===== src/rtl/alu4_seq_pkg.sv =====
// Shared types and constants for the nibble-serial ALU sequencer.
package alu4_seq_pkg;

  localparam int unsigned NIBBLE_W = 4;

  typedef enum logic [1:0] {
    IDLE = 2'd0,
    RUN  = 2'd1,
    DONE = 2'd2
  } state_e;

  // Common 74181-style select/mode encodings (active-high data)
  localparam logic [3:0] S_ADD   = 4'b1001;
  localparam logic [3:0] S_SUB   = 4'b0110;
  localparam logic [3:0] S_AND   = 4'b1011;
  localparam logic [3:0] S_OR    = 4'b1110;
  localparam logic       M_ARITH = 1'b0;
  localparam logic       M_LOGIC = 1'b1;

  function automatic int unsigned idx_width(input int unsigned n);
    return (n > 1) ? $clog2(n) : 1;
  endfunction

endpackage


===== src/rtl/alu4_seq_ctrl.sv =====
// Sequencer FSM and nibble counter for alu4_seq: request/response handshakes
// and per-cycle capture strobes for the datapath.
module alu4_seq_ctrl
  import alu4_seq_pkg::*;
#(
  parameter int unsigned NIBBLES = 4
) (
  input  logic clk,
  input  logic rst,
  input  logic req_valid,
  input  logic rsp_ready,
  output logic req_ready,
  output logic rsp_valid,
  output logic accept_c,
  output logic cap_c,
  output logic last_c
);

  localparam int unsigned IDX_W = idx_width(NIBBLES);
  localparam logic [IDX_W-1:0] IDX_LAST = IDX_W'(NIBBLES - 1);

  state_e           state_q, state_d;
  logic [IDX_W-1:0] idx_q, idx_d;
  logic             req_ready_q, req_ready_d;
  logic             rsp_valid_q, rsp_valid_d;

  always_ff @(posedge clk) begin
    if (rst) begin
      state_q     <= IDLE;
      idx_q       <= '0;
      req_ready_q <= 1'b1;
      rsp_valid_q <= 1'b0;
    end else begin
      state_q     <= state_d;
      idx_q       <= idx_d;
      req_ready_q <= req_ready_d;
      rsp_valid_q <= rsp_valid_d;
    end
  end

  always_comb begin
    state_d     = state_q;
    idx_d       = idx_q;
    req_ready_d = req_ready_q;
    rsp_valid_d = rsp_valid_q;
    accept_c    = 1'b0;
    cap_c       = 1'b0;
    last_c      = 1'b0;
    case (state_q)
      IDLE: begin
        if (req_valid) begin
          accept_c    = 1'b1;
          state_d     = RUN;
          idx_d       = '0;
          req_ready_d = 1'b0;
        end
      end
      RUN: begin
        cap_c = 1'b1;
        if (idx_q == IDX_LAST) begin
          last_c      = 1'b1;
          state_d     = DONE;
          idx_d       = '0;
          rsp_valid_d = 1'b1;
        end else begin
          idx_d = idx_q + IDX_W'(1);
        end
      end
      DONE: begin
        if (rsp_ready) begin
          state_d     = IDLE;
          rsp_valid_d = 1'b0;
          req_ready_d = 1'b1;
        end
      end
      default: begin
        state_d = IDLE;
      end
    endcase
  end

  assign req_ready = req_ready_q;
  assign rsp_valid = rsp_valid_q;

endmodule


===== src/rtl/alu4_seq.sv =====
// Multi-cycle N-bit ALU sequencer driving one external 4-bit slice, LSB nibble first.
// Optional zero flag output rsp_z when ALU4_SEQ_ZERO_EN is defined.
module alu4_seq
  import alu4_seq_pkg::*;
#(
  parameter int unsigned NIBBLES = 4
) (
  input  logic                          clk,
  input  logic                          rst,
  input  logic                          req_valid,
  output logic                          req_ready,
  input  logic [NIBBLE_W*NIBBLES-1:0]   req_a,
  input  logic [NIBBLE_W*NIBBLES-1:0]   req_b,
  input  logic [3:0]                    req_s,
  input  logic                          req_m,
  input  logic                          req_cn,
  output logic [3:0]                    sl_a,
  output logic [3:0]                    sl_b,
  output logic [3:0]                    sl_s,
  output logic                          sl_m,
  output logic                          sl_cn,
  input  logic [3:0]                    sl_f,
  input  logic                          sl_cn4,
  input  logic                          sl_ab,
  output logic                          rsp_valid,
  input  logic                          rsp_ready,
  output logic [NIBBLE_W*NIBBLES-1:0]   rsp_f,
  output logic                          rsp_cn,
  output logic                          rsp_ab
`ifdef ALU4_SEQ_ZERO_EN
  ,
  output logic                          rsp_z
`endif
);

  localparam int unsigned W     = NIBBLE_W * NIBBLES;
  localparam int unsigned RES_W = W - NIBBLE_W;

  logic accept_c, cap_c, last_c;

  alu4_seq_ctrl #(.NIBBLES(NIBBLES)) u_ctrl (
    .clk       (clk),
    .rst       (rst),
    .req_valid (req_valid),
    .rsp_ready (rsp_ready),
    .req_ready (req_ready),
    .rsp_valid (rsp_valid),
    .accept_c  (accept_c),
    .cap_c     (cap_c),
    .last_c    (last_c)
  );

  // Operands shift down one nibble per RUN cycle so the slice always sees bits [3:0];
  // after the last nibble they are all zero, which keeps sl_a/sl_b quiet outside RUN.
  logic [W-1:0]     a_sh_q, a_sh_d;
  logic [W-1:0]     b_sh_q, b_sh_d;
  logic [3:0]       sl_s_q, sl_s_d;
  logic             sl_m_q, sl_m_d;
  logic             sl_cn_q, sl_cn_d;
  logic             ab_acc_q, ab_acc_d;
  logic [RES_W-1:0] res_q, res_d;
  logic [W-1:0]     rsp_f_q, rsp_f_d;
  logic             rsp_cn_q, rsp_cn_d;
  logic             rsp_ab_q, rsp_ab_d;
`ifdef ALU4_SEQ_ZERO_EN
  logic             rsp_z_q, rsp_z_d;
`endif

  always_ff @(posedge clk) begin
    if (rst) begin
      a_sh_q   <= '0;
      b_sh_q   <= '0;
      sl_s_q   <= '0;
      sl_m_q   <= 1'b0;
      sl_cn_q  <= 1'b0;
      ab_acc_q <= 1'b0;
      res_q    <= '0;
      rsp_f_q  <= '0;
      rsp_cn_q <= 1'b0;
      rsp_ab_q <= 1'b0;
`ifdef ALU4_SEQ_ZERO_EN
      rsp_z_q  <= 1'b0;
`endif
    end else begin
      a_sh_q   <= a_sh_d;
      b_sh_q   <= b_sh_d;
      sl_s_q   <= sl_s_d;
      sl_m_q   <= sl_m_d;
      sl_cn_q  <= sl_cn_d;
      ab_acc_q <= ab_acc_d;
      res_q    <= res_d;
      rsp_f_q  <= rsp_f_d;
      rsp_cn_q <= rsp_cn_d;
      rsp_ab_q <= rsp_ab_d;
`ifdef ALU4_SEQ_ZERO_EN
      rsp_z_q  <= rsp_z_d;
`endif
    end
  end

  always_comb begin
    a_sh_d   = a_sh_q;
    b_sh_d   = b_sh_q;
    sl_s_d   = sl_s_q;
    sl_m_d   = sl_m_q;
    sl_cn_d  = sl_cn_q;
    ab_acc_d = ab_acc_q;
    res_d    = res_q;
    rsp_f_d  = rsp_f_q;
    rsp_cn_d = rsp_cn_q;
    rsp_ab_d = rsp_ab_q;
`ifdef ALU4_SEQ_ZERO_EN
    rsp_z_d  = rsp_z_q;
`endif
    if (accept_c) begin
      a_sh_d   = req_a;
      b_sh_d   = req_b;
      sl_s_d   = req_s;
      sl_m_d   = req_m;
      sl_cn_d  = req_cn;
      ab_acc_d = 1'b1;
    end else if (cap_c) begin
      a_sh_d   = a_sh_q >> NIBBLE_W;
      b_sh_d   = b_sh_q >> NIBBLE_W;
      ab_acc_d = ab_acc_q & sl_ab;
      // Partial result fills from the top; the final nibble completes it
      res_d    = RES_W'({sl_f, res_q} >> NIBBLE_W);
      sl_cn_d  = sl_cn4;
      if (last_c) begin
        sl_s_d   = '0;
        sl_m_d   = 1'b0;
        sl_cn_d  = 1'b0;
        rsp_f_d  = {sl_f, res_q};
        rsp_cn_d = sl_cn4;
        rsp_ab_d = ab_acc_q & sl_ab;
`ifdef ALU4_SEQ_ZERO_EN
        rsp_z_d  = ({sl_f, res_q} == '0);
`endif
      end
    end
  end

  assign sl_a   = a_sh_q[NIBBLE_W-1:0];
  assign sl_b   = b_sh_q[NIBBLE_W-1:0];
  assign sl_s   = sl_s_q;
  assign sl_m   = sl_m_q;
  assign sl_cn  = sl_cn_q;
  assign rsp_f  = rsp_f_q;
  assign rsp_cn = rsp_cn_q;
  assign rsp_ab = rsp_ab_q;
`ifdef ALU4_SEQ_ZERO_EN
  assign rsp_z  = rsp_z_q;
`endif

endmodule

===== config.mk =====
export PLATFORM = sky130hd
export DESIGN_NAME = alu4_seq
export DESIGN_NICKNAME = d
export VERILOG_FILES = /design/src/rtl/alu4_seq_pkg.sv /design/src/rtl/alu4_seq_ctrl.sv /design/src/rtl/alu4_seq.sv
export SDC_FILE = /design/constraint.sdc
export NUM_CORES = 1
export LEC_CHECK = 0
export ABC_AREA = 1
export CORE_ASPECT_RATIO = 0.6
export CORE_MARGIN = 1
export CORE_UTILIZATION = 40
export CTS_BUF_LIST = sky130_fd_sc_hd__clkbuf_4 sky130_fd_sc_hd__clkbuf_8
export DETAILED_ROUTE_END_ITERATION = 10
export PLACE_DENSITY = 0.68
export SLEW_MARGIN = 10
export SYNTH_ARGS = -nofsm -noshare
export SYNTH_HDL_FRONTEND = slang
export SYNTH_SLANG_ARGS = --single-unit

===== constraint.sdc =====
create_clock -name clk -period 1.45 [get_ports clk]
set_input_delay 0.145 -clock clk [delete_from_list [all_inputs] [get_ports clk]]
set_output_delay 0.145 -clock clk [all_outputs]
set_load 0.02 [all_outputs]

After elaboration in Yosys (flattened, before gate mapping) --
Index checks and enable logic that the tools add are counted.
Cells by class: $add $sub $neg 1, equal/unequal tests 6, mux-type cells 33, bitwise logic cells 2, reductions and logical operators 13
Operators with widths (count):
- 16-bit 2-to-1 mux | 4
- 1-bit 2-to-1 mux | 17
- 4-bit 2-to-1 mux | 3
- 3-bit AND reduction | 4
- 2-bit 2-to-1 mux | 5
- 2-bit nonzero test | 5
- 2-bit case mux with 3 select lines | 1
- 2-bit AND reduction | 3
- 2-bit equality test (second input constant) | 2
- 2-bit != test (second input constant) | 2
- 1-bit case mux with 2 select lines | 2
- 2-bit case mux with 2 select lines | 1
- 2-bit by 1-bit adder with 2-bit output (second input constant) | 1
- 2-bit by 1-bit equality test with 1-bit output (second input constant) | 1
- 2-bit logical NOT | 1
- 2-bit by 1-bit != test with 1-bit output (second input constant) | 1
- 1-bit bitwise AND | 1
- 1-bit NOT | 1
Word-level totals: bits in registers 75, bits of input ports 48, output and inout bits 34, logic and storage cells 69

Longest topological paths before layout --
Gate-level depths: netlist of the first run.
depth after elaboration 6, mapped depth 7, mapped depth without buffers 6

Hierarchy --
A second synthesis of the first run with hierarchy kept.
Second synthesis, totals: cells, all modules 434, area, all modules 3169.3 um2
Modules (own cells, without submodules):
- alu4_seq | instances 1, cells each 397, area each 2895.3 um2, sequential area each 1381.3 um2
- alu4_seq_ctrl | instances 1, cells each 37, area each 274.0 um2, sequential area each 120.1 um2

Least setup slack after synthesis of the first run --
OpenSTA, ideal clock, no wires.
path kind flip-flop to flip-flop, from register u_ctrl.idx_q[0], to register rsp_ab_q, in the netlist rsp_ab, setup time 0.128 ns, data arrival time 1.195 ns, data required time 1.322 ns, setup slack 0.127 ns, stages on the path, launching flop included 7, buffers on the path 2, period minus slack after synthesis 1.323 ns, cell sequence dfxtp_1 -> ha_1 -> buf_2 -> nand3_2 -> buf_2 -> a21oi_1 -> nor2_1
On the way: longest elaborated chain between the ends 4
RTL lines:
- start: declaration | RTL line alu4_seq_ctrl.sv:23 | logic [IDX_W-1:0] idx_q, idx_d;
- start signal: assignment | RTL line alu4_seq_ctrl.sv:35 | idx_q <= idx_d;
- 2-bit equality test | RTL line alu4_seq_ctrl.sv:60 | if (idx_q == IDX_LAST) begin
- 1-bit 2-to-1 mux | RTL line alu4_seq_ctrl.sv:60
- 1-bit 2-to-1 mux | RTL line alu4_seq_ctrl.sv:49 | case (state_q)
- 3-bit AND reduction (no line)
- end signal: assignment | RTL line alu4_seq.sv:94 | rsp_ab_q <= rsp_ab_d;
- end: declaration | RTL line alu4_seq.sv:64 | logic rsp_ab_q, rsp_ab_d;
No other way between the ends. A chain may end at the register's enable or synchronous reset.

Final worst setup path of the first run --
from register u_ctrl.state_q[0], to register sl_s_q[1], in the netlist sl_s[1]
On the way: longest elaborated chain between the ends 4, elaborated cells on any way between the ends 9, those cells by class eq/ne: 1; mux: 4; reduce/logical: 4
RTL lines:
- start: declaration | RTL line alu4_seq_ctrl.sv:22 | state_e state_q, state_d;
- start signal: assignment | RTL line alu4_seq_ctrl.sv:34 | state_q <= state_d;
- 2-bit by 1-bit equality test with 1-bit output / 2-bit logical NOT (equally long branches) | RTL line alu4_seq_ctrl.sv:49
- 1-bit 2-to-1 mux | RTL line alu4_seq_ctrl.sv:49
- 2-bit nonzero test (no line)
- 2-bit AND reduction (no line)
- end signal: assignment | RTL line alu4_seq.sv:87 | sl_s_q <= sl_s_d;
- end: declaration | RTL line alu4_seq.sv:57 | logic [3:0] sl_s_q, sl_s_d;
Parallel ways exist; a longest one is shown, timed or not.

==> impl_results.md, run 1 <==
- Status: complete, no violations
- Die area: slightly above 8000 um2
- Hpwl dp: ~5.4 mm
- Clk_skew: 0.00711 ns
- Drt drc: 0
- Syn nets: 490
- Avg Cell Area, Syn: 7.22 um2
- Antenna diode count: 0
- Min-Delay Path Class: input port to flip-flop
- Share of cells above drive strength 1: about a tenth
- Vias: 2961
- Max-slew headroom: between 70 and 80%
- Syn-to-layout area delta: 34.5%
- Die height: approximately 71 um
- Final Max Tran Viols: 0
- Clock-pin slew on the worst setup and hold paths: around 0.070 ns
- Initial antenna violation count: 0
- Global-route wire length before repair: between 10 and 15 mm
- Layout net count: 568
- CTS tree: done
- Critical path arrival: around 1.6 ns
- RSZ-0062 raised after global routing: no
- Most frequent cells in the layout: nand2_1 (111), dfxtp_1 (75), nor2_1 (54)
- I/O Buffers: roughly 80
- Number of global-route vias before repair: between 2000 and 3000
- Synth Area in Simple Gates: between 30% and 40%
- Initial DRT Pass Iterations: 4
- Largest family of logic cells by synthesized area: simple AND/OR/NAND/NOR gates
- Vias/cell: 4.72
- Mapped Cells: between 400 and 500
- Compound-Gate Fraction of Synth Area: 9.57%
- Initial core utilization: between 40 and 50%
- Initial DRC Count: a little under 200
- Post-route clock period utilization: about nine tenths
- Design Power: 4.45 mW
- Post-route insts no fill: 627
- Slew @ Worst Pin: about 0.32 ns
- Final setup fails: 0
- CTS Sinks: 75
- Peak VDD IR: a little under 0.0006 V
- GPL Wtd Cong: 0.800
- Dpl cells: ~610
- Worst skew pair latency: 0.35 ns
- Total global routing track utilization: about a fifth
- Final wirelength: roughly 7.6 mm
- CP Capture Type: flip-flop
- Final Util: around 57%
- WL/cell: 12.2 um
- Cell Rows: 24
- Final hold violation count: 0
- Seq/Total Area, Yosys: between 40% and 50%
- Number of buffers inserted during clock tree synthesis: 9
- CP Launch Type: flip-flop
- Max Cap Viol: 0
- H-tree depth: 3
- Mux share of post-synthesis cell area: 0%
- Crit-path max FO: 13
- Yosys warnings: 0
- Total grt overflow: 0
- Commonest non-fill, non-tap cell in the layout: nand2_1
- Clk buf depth: 2
- Boundary Pins: 82
- Antenna viol nets, final: 0
- Pwr dens: 1040 nW/um2
- Setup Buffers After CTS: 0
- Worst path required time: approximately 1.7 ns
- Yosys reg bits: between 70 and 80
- Crit Path Class: flip-flop to flip-flop
- Pleak: around 2.2 nW
- Mapped Area: 3180 um2
- Largest net degree at the start of global routing: 34
- Adder-cell share of the synthesized area: 0.787%
- Post-layout minimum cycle time: around 1.3 ns
- Core area: between 7000 and 8000 um2
- Die W: 117 um
- XOR/XNOR Fraction of Synth Area: 0%
- Synth cell types: 21
- Maximum clock rate: approximately 0.75 GHz
- Root Driver: clkbuf_8
## registers in the layout, summed over array words and instances (netlist names), 2 cells and up
register	cells
rsp_f	16
a_sh_q	16
res_q	12
u_ctrl.idx_q	2
u_ctrl.state_q	2
sl_s	4
b_sh_q	16
## worst max-delay path, cell delays in order (launching register included)
cell and delay, ns:
dfxtp_1 0.32, buf_4 0.16, nor2_4 0.14, nand2_2 0.16
inv_2 0.23, nand2_1 0.09, a21oi_1 0.15
## metrics by stage
step                setup slack [ns]  TNS [ns]  area [um2]  hold WS [ns]
floorplan                      0.127         0        3180         0.288
global placement              0.0164         0        4090         0.453
detailed placement          -0.00245  -0.00295        4090         0.455
CTS                         0.000624         0        4260         0.236
global route                  0.0108         0        4270         0.262
finish                         0.121         0        4270         0.262
## cell families after synthesis
group,after synthesis
and+or+nand+nor,223
buffers and inverters,80
DFF,75
AOI/OAI and AO/OA,60
adders and majority gates,2
## final timing paths
| kind | startpoint | end | slack (ns) | cells past startpoint |
|---|---|---|---|---|
| worst max-delay path | u_ctrl.state_q[0] | sl_s[1] | 0.12 | 6 |
| worst min-delay path | rst | u_ctrl.state_q[1] | 0.26 | 3 |
| worst max register to register | u_ctrl.state_q[0] | sl_s[1] | 0.12 | 6 |
| worst min register to register | res_q[0] | rsp_f[0] | 0.46 | 2 |
## per-layer routing
| metal | GRT usage (%) | vias to the layer above | share of wire (%) |
|---|---|---|---|
| met2 | 31.0 | 74 | 43 |
| met3 | 7.20 | 8 | 6.2 |
| met5 | 0 | - | 0 |
| met4 | 6.19 | 0 | 0.85 |
| li1 | - | 1528 | - |
| met1 | 26.1 | 1351 | 50 |
## synth_stat cells (all sizes together)
| master | count | share of area [%] |
|---|---|---|
| nand4 | 1 | 0.20 |
| nor2 | 56 | 7.1 |
| nand2 | 112 | 13 |
| nand3 | 54 | 9.6 |
| ha | 2 | 0.79 |
| a21oi | 35 | 5.5 |
| clkbuf | 6 | 0.71 |
| buf | 28 | 6.1 |
| dfxtp | 75 | 47 |
| clkinv | 1 | 0.12 |
| o21ai | 25 | 4.1 |
| inv | 45 | 5.3 |
## layout make-up
cell class                      count  area [um2]
Clock inverter                      1        5.00
Multi-Input combinational cell    285        1290
Fill cell                         722        3200
Clock buffer                       15         194
Tap cell                          104         130
Inverter                           46         173
Sequential cell                    75        1500
Timing Repair Buffer              101         977
## report_power, final
group | switching [mW] | total, mW | internal (mW) | leakage (nW)
logic | 0.353 | 0.660 | 0.307 | 1.46
clock network | 0.713 | 1.56 | 0.846 | 0.107
registers | 0.0588 | 2.23 | 2.17 | 0.613
## repair_timing
action                                  in CTS  in global routing
cloned                                       0                  0
hold buffers                                 0                  0
gates resized for setup                     28                  7
endpoints found under the setup margin      28                  7
(Power assumes the default switching activity.)
==> run 2: changes to the inputs <==
CTS_CLUSTER_SIZE = 24   (was default)
SETUP_SLACK_MARGIN = 0.02   (was default)
==> run 2 against run 1 <==
Net effect: register-to-register slack better by 0.04 ns; utilization is 0.32 points lower; design area is 0.56% lower; setup slack better by 0.041 ns; clock skew hardly changed; sequential share of layout area is 0.20 points higher; count of clock-buffer cells in the layout stayed put; sequential power hardly changed; critical endpoint is now rsp_f[8]; die area stayed put; non-clock buffer count stayed put; highest routed layer unchanged; clock power hardly changed; hold slack worse by 0.0092 ns.
==> impl_results.md, run 2 (synthesis results as in run 1) <==
- CP peak stage delay: about 0.38 ns
- Post-layout minimum cycle time: ~1.3 ns
- Worst slack, placed: -0.00245 ns
- Worst r2r path cells: 5
- Final worst slack: ~0.16 ns
- Final Util: a little under three fifths
- GPL Wtd Cong: ~0.80
- Layout net count: between 500 and 600
- Clk_skew: ~0.0075 ns
- Total global routing track utilization: between 20% and 30%
- Initial DRT Pass Iterations: 4
- Die W: 117 um
- Die area: between 8000 and 9000 um2
- WL/cell: 12.1 um
- Vias: 2957
- Root Driver: clkbuf_8
- Setup TNS: 0 ns
- Number of buffers inserted during clock tree synthesis: 9
- I/O Buffers: just over 80
- Pleak: around 2.1 nW
- Share of cells above drive strength 1: under 10%
- Antenna viol nets, final: 0
- Final setup fails: 0
- Worst path required time: 1.67 ns
- CTS Sinks: 75
- Hpwl dp: 5.42 mm
- Final hold violation count: 0
- Cell Chain, Critical Path: ha_1 > nand3_2 > buf_4 > nand3_1 > o21ai_0
- Initial core utilization: 42.5%
- H-tree depth: 3
- Final Max Tran Viols: 0
- CP max stage cell: dfxtp_1
- RSZ-0062 raised after global routing: no
- Drt drc: 0
- Number of global-route vias before repair: 2854
- Core area: 7480 um2
- Max-slew headroom: ~79%
- Total grt overflow: 0
- Status: complete, no violations
- CP Capture Type: flip-flop
- Peak VDD IR: between 0.0005 and 0.0006 V
- Global-route wire length before repair: 12.8 mm
- Final wirelength: 7.60 mm
- Crit Path Class: flip-flop to flip-flop
- Initial antenna violation count: 0
- Maximum clock rate: approximately 0.78 GHz
- Clk buf depth: 2
- Vias/cell: between 4 and 5
- Most frequent cells in the layout: nand2_1 (111), dfxtp_1 (75), nor2_1 (54)
- Fillers: 730
- CP Launch Type: flip-flop
- CTS tree: done
- Critical path arrival: approximately 1.5 ns
- Hold depth: 3
- Clock-pin slew on the worst setup and hold paths: 0.07 ns
- Min-Delay Path Class: input port to flip-flop
- Max Cap Viol: 0
- Largest net degree at the start of global routing: 34
- Cell Rows: 24
- Antenna diode count: 0
- Worst skew pair latency: approximately 0.35 ns
- Crit-path max FO: 17
- Setup Buffers After CTS: 0
- CTS Hold Bufs: 0
- Syn-to-layout area delta: 33.7%
- Pwr dens: between 1000 and 1500 nW/um2
- Slew @ Worst Pin: ~0.32 ns
- Initial DRC Count: 200
- Die height: between 70 and 80 um
- Boundary Pins: between 80 and 90
- Post-route clock period utilization: between 80% and 90%
- Commonest non-fill, non-tap cell in the layout: nand2_1
- Post-CTS sizing: 35
[run 2: layer usage]
metal / up-vias / global-route usage, % / routed length [um]
li1: 1527 / - / -
met1: 1344 / 26.1 / 3760
met2: 79 / 31.1 / 3290
met3: 7 / 7.20 / 479
met4: 0 / 6.19 / 61
met5: - / 0 / 0
[run 2: worst paths after layout]
path / from / endpoint / slack, ns
max: u_ctrl.idx_q[0] / rsp_f[8] / 0.16
min: rst / u_ctrl.state_q[1] / 0.25
max reg2reg: u_ctrl.idx_q[0] / rsp_f[8] / 0.16
min reg2reg: res_q[0] / rsp_f[0] / 0.46
[run 2: report_power, final]
part | switching (mW) | internal (mW) | total (mW)
clock network | 0.711 | 0.846 | 1.56
logic | 0.353 | 0.306 | 0.659
registers | 0.0587 | 2.17 | 2.23
[run 2: layout make-up]
type	instances	area, um2	share of cell area, %
Clock inverter	1	5.00	0.118
Timing Repair Buffer	101	951	22.4
Clock buffer	15	194	4.56
Inverter	46	175	4.12
Sequential cell	75	1500	35.3
Multi-Input combinational cell	285	1290	30.4
Tap cell	104	130	3.06
[run 2: metrics by stage]
step / power [mW] / instance area [um2] / instances / hold WS [ns]
finish: 4.44 / 4250 / 627 / 0.252
floorplan: 2.66 / 3180 / 440 / 0.288
CTS: 4.50 / 4250 / 627 / 0.236
global placement: 2.93 / 4090 / 611 / 0.453
global route: 4.67 / 4250 / 627 / 0.262
detailed placement: 2.95 / 4090 / 611 / 0.455
[run 2: worst max-delay path, delay by kind of cell (launching register included)]
family	cells	cell delay [ns]
compound gates	1	0.08
simple gates	2	0.19
buf+inv	1	0.21
fa+ha+maj	1	0.31
flops	1	0.38
==> run 3: changes to the inputs <==
CORE_ASPECT_RATIO = default   (was 0.6)
RECOVER_POWER = 50   (was default)
==> run 3 against run 2 <==
Net effect: combinational power down 4.2%; die area down 0.14%; largest power group unchanged; hold slack better by 0.0076 ns; highest routed layer unchanged; sequential power about the same; fmax about the same; global-route usage down 2.2 points; clock power up 15%; largest cell class unchanged.
==> impl_results.md, run 3 (synthesis results as in run 1) <==
- Status: complete, no violations
- Commonest non-fill, non-tap cell in the layout: nand2_1
- Number of buffers inserted during clock tree synthesis: 9
- Initial antenna violation count: 0
- Pleak: ~2.1 nW
- Crit-path max FO: 24
- Drt drc: 0
- Max Cap Viol: 0
- Clk buf depth: 2
- Register area: approximately 1500 um2
- Setup Buffers After CTS: 0
- CP Launch Type: flip-flop
- Slew @ Worst Pin: 0.303 ns
- Share of cells above drive strength 1: under 10%
- I/O Buffers: ~80
- Total global routing track utilization: around 18%
- GR Util met2: 31.0%
- Met3 usage in global routing: approximately 3.0%
- Min-Delay Path Class: input port to flip-flop
- CP max stage cell: dfxtp_1
- Vias: approximately 2800
- H-tree depth: 3
- Crit path buf inv count: 1
- Final Util: a little over half
- Largest net degree at the start of global routing: 36
- Layout net count: 560
- Initial core utilization: between 40% and 50%
- Crit Path Class: flip-flop to flip-flop
- Antenna viol nets, final: 0
- CTS tree: done
- Hpwl dp: between 4 and 5 mm
- CP peak stage delay: 0.38 ns
- Post-layout minimum cycle time: 1.29 ns
- Final Max Tran Viols: 0
- Initial DRC Count: 83
- Number of global-route vias before repair: 2687
- Fin Hold WS: approximately 0.26 ns
- Area of the multi-input gates: roughly 1300 um2
- Syn-to-layout area delta: 33.0%
- Root Driver: clkbuf_8
- Final setup fails: 0
- Die area: a little over 8000 um2
- Worst path required time: roughly 1.7 ns
- Peak VDD IR: between 0.0005 and 0.0006 V
- RSZ-0062 raised after global routing: no
- CP Capture Type: flip-flop
- Pwr dens: approximately 1100 nW/um2
- CP delay by family, top: flip-flops
- Maximum clock rate: 0.777 GHz
- Met1 Use GR: between 20 and 25%
- Post-route clock period utilization: around nine tenths
- Layer with the highest usage: met2
- Total grt overflow: 0
- Cell Rows: 32
- Die height: 91.1 um
- Max-slew headroom: between 70% and 80%
- Die W: just over 90 um
- Worst skew pair latency: approximately 0.34 ns
- Core area: 7690 um2
- WL/cell: 11.4 um
- Global-route wire length before repair: between 10 and 15 mm
- Antenna diode count: 0
- CTS Sinks: 75
- Fillers: 738
- CTS Hold Bufs: 0
- Critical path arrival: 1.51 ns
- Clock-pin slew on the worst setup and hold paths: 0.07 ns
- Final wirelength: 7.06 mm
- Most frequent cells in the layout: nand2_1 (111), dfxtp_1 (75), nor2_1 (54)
- Final hold violation count: 0
- Boundary Pins: 82
- Initial DRT Pass Iterations: 4
- Vias/cell: around 4.6
- Clk_skew: just over 0.007 ns
- GPL Wtd Cong: 0.769
- Cell Chain, Critical Path: ha_1 > nand3_1 > buf_12 > a21oi_1 > nor2_1
run 3: changes by cell type in the layout (fill, tap and decap cells not counted), sizes merged:
| cell | before | now |
|---|---|---|
| clkinv | 2 | 3 |
| clkbuf | 15 | 13 |
| buf | 21 | 13 |
| dlygate4sd2 | 34 | 33 |
| bufinv | 0 | 2 |
run 3: layout make-up:
type                       count  share of cell area, %
clock buffer                  12                   3.61
clock inverter                 4                   1.75
inverter                      46                   4.08
multi-input combinational    285                   30.5
sequential                    75                   35.5
tap                          102                   3.02
timing repair buffer          93                   21.5
run 3: what timing repair did:
action | CTS | global route
cloned | 0 | 0
gates resized for setup | 33 | 2
endpoints found under the setup margin | 33 | 12
endpoints found under the hold margin | 0 | 0
run 3: tightest hold or removal path: cells and delay by family:
family	cells	cell delay (ns)
AO/OA/AOI/OAI	1	0.06
buffers and inverters	2	0.35
run 3: power by group:
group | switching (mW) | total [mW] | internal [mW]
sequential | 0.0567 | 2.22 | 2.17
combinational | 0.339 | 0.631 | 0.292
clock | 0.735 | 1.79 | 1.06
total | 1.13 | 4.65 | 3.51
run 3: final timing paths:
| check | to | startpoint | depth (start not counted) | slack [ns] |
|---|---|---|---|---|
| max | rsp_ab | u_ctrl.idx_q[0] | 5 | 0.16 |
| min | rsp_f[3] | rst | 3 | 0.26 |
| max reg2reg | rsp_ab | u_ctrl.idx_q[0] | 5 | 0.16 |
| min reg2reg | rsp_f[3] | rsp_f[3] | 2 | 0.46 |
run 3: routing by layer:
layer | part of all wire [%] | routed length [um] | vias up
li1 | - | - | 1515
met1 | 47 | 3280 | 1246
met2 | 47 | 3340 | 64
met3 | 4.5 | 317 | 11
met4 | 1.7 | 120 | 0
met5 | 0 | 0 | -
run 3: per-stage QoR:
| stage | cells | TNS [ns] | power, mW | setup WS (ns) | area (um2) |
|---|---|---|---|---|---|
| floorplan | 440 | 0 | 2.66 | 0.127 | 3180 |
| global placement | 601 | 0 | 2.92 | 0.0448 | 4050 |
| detailed placement | 601 | -0.0526 | 2.93 | -0.0437 | 4050 |
| CTS | 617 | 0 | 4.70 | 0.0212 | 4230 |
| global route | 617 | 0 | 4.87 | 0.0459 | 4230 |
| finish | 617 | 0 | 4.65 | 0.162 | 4230 |
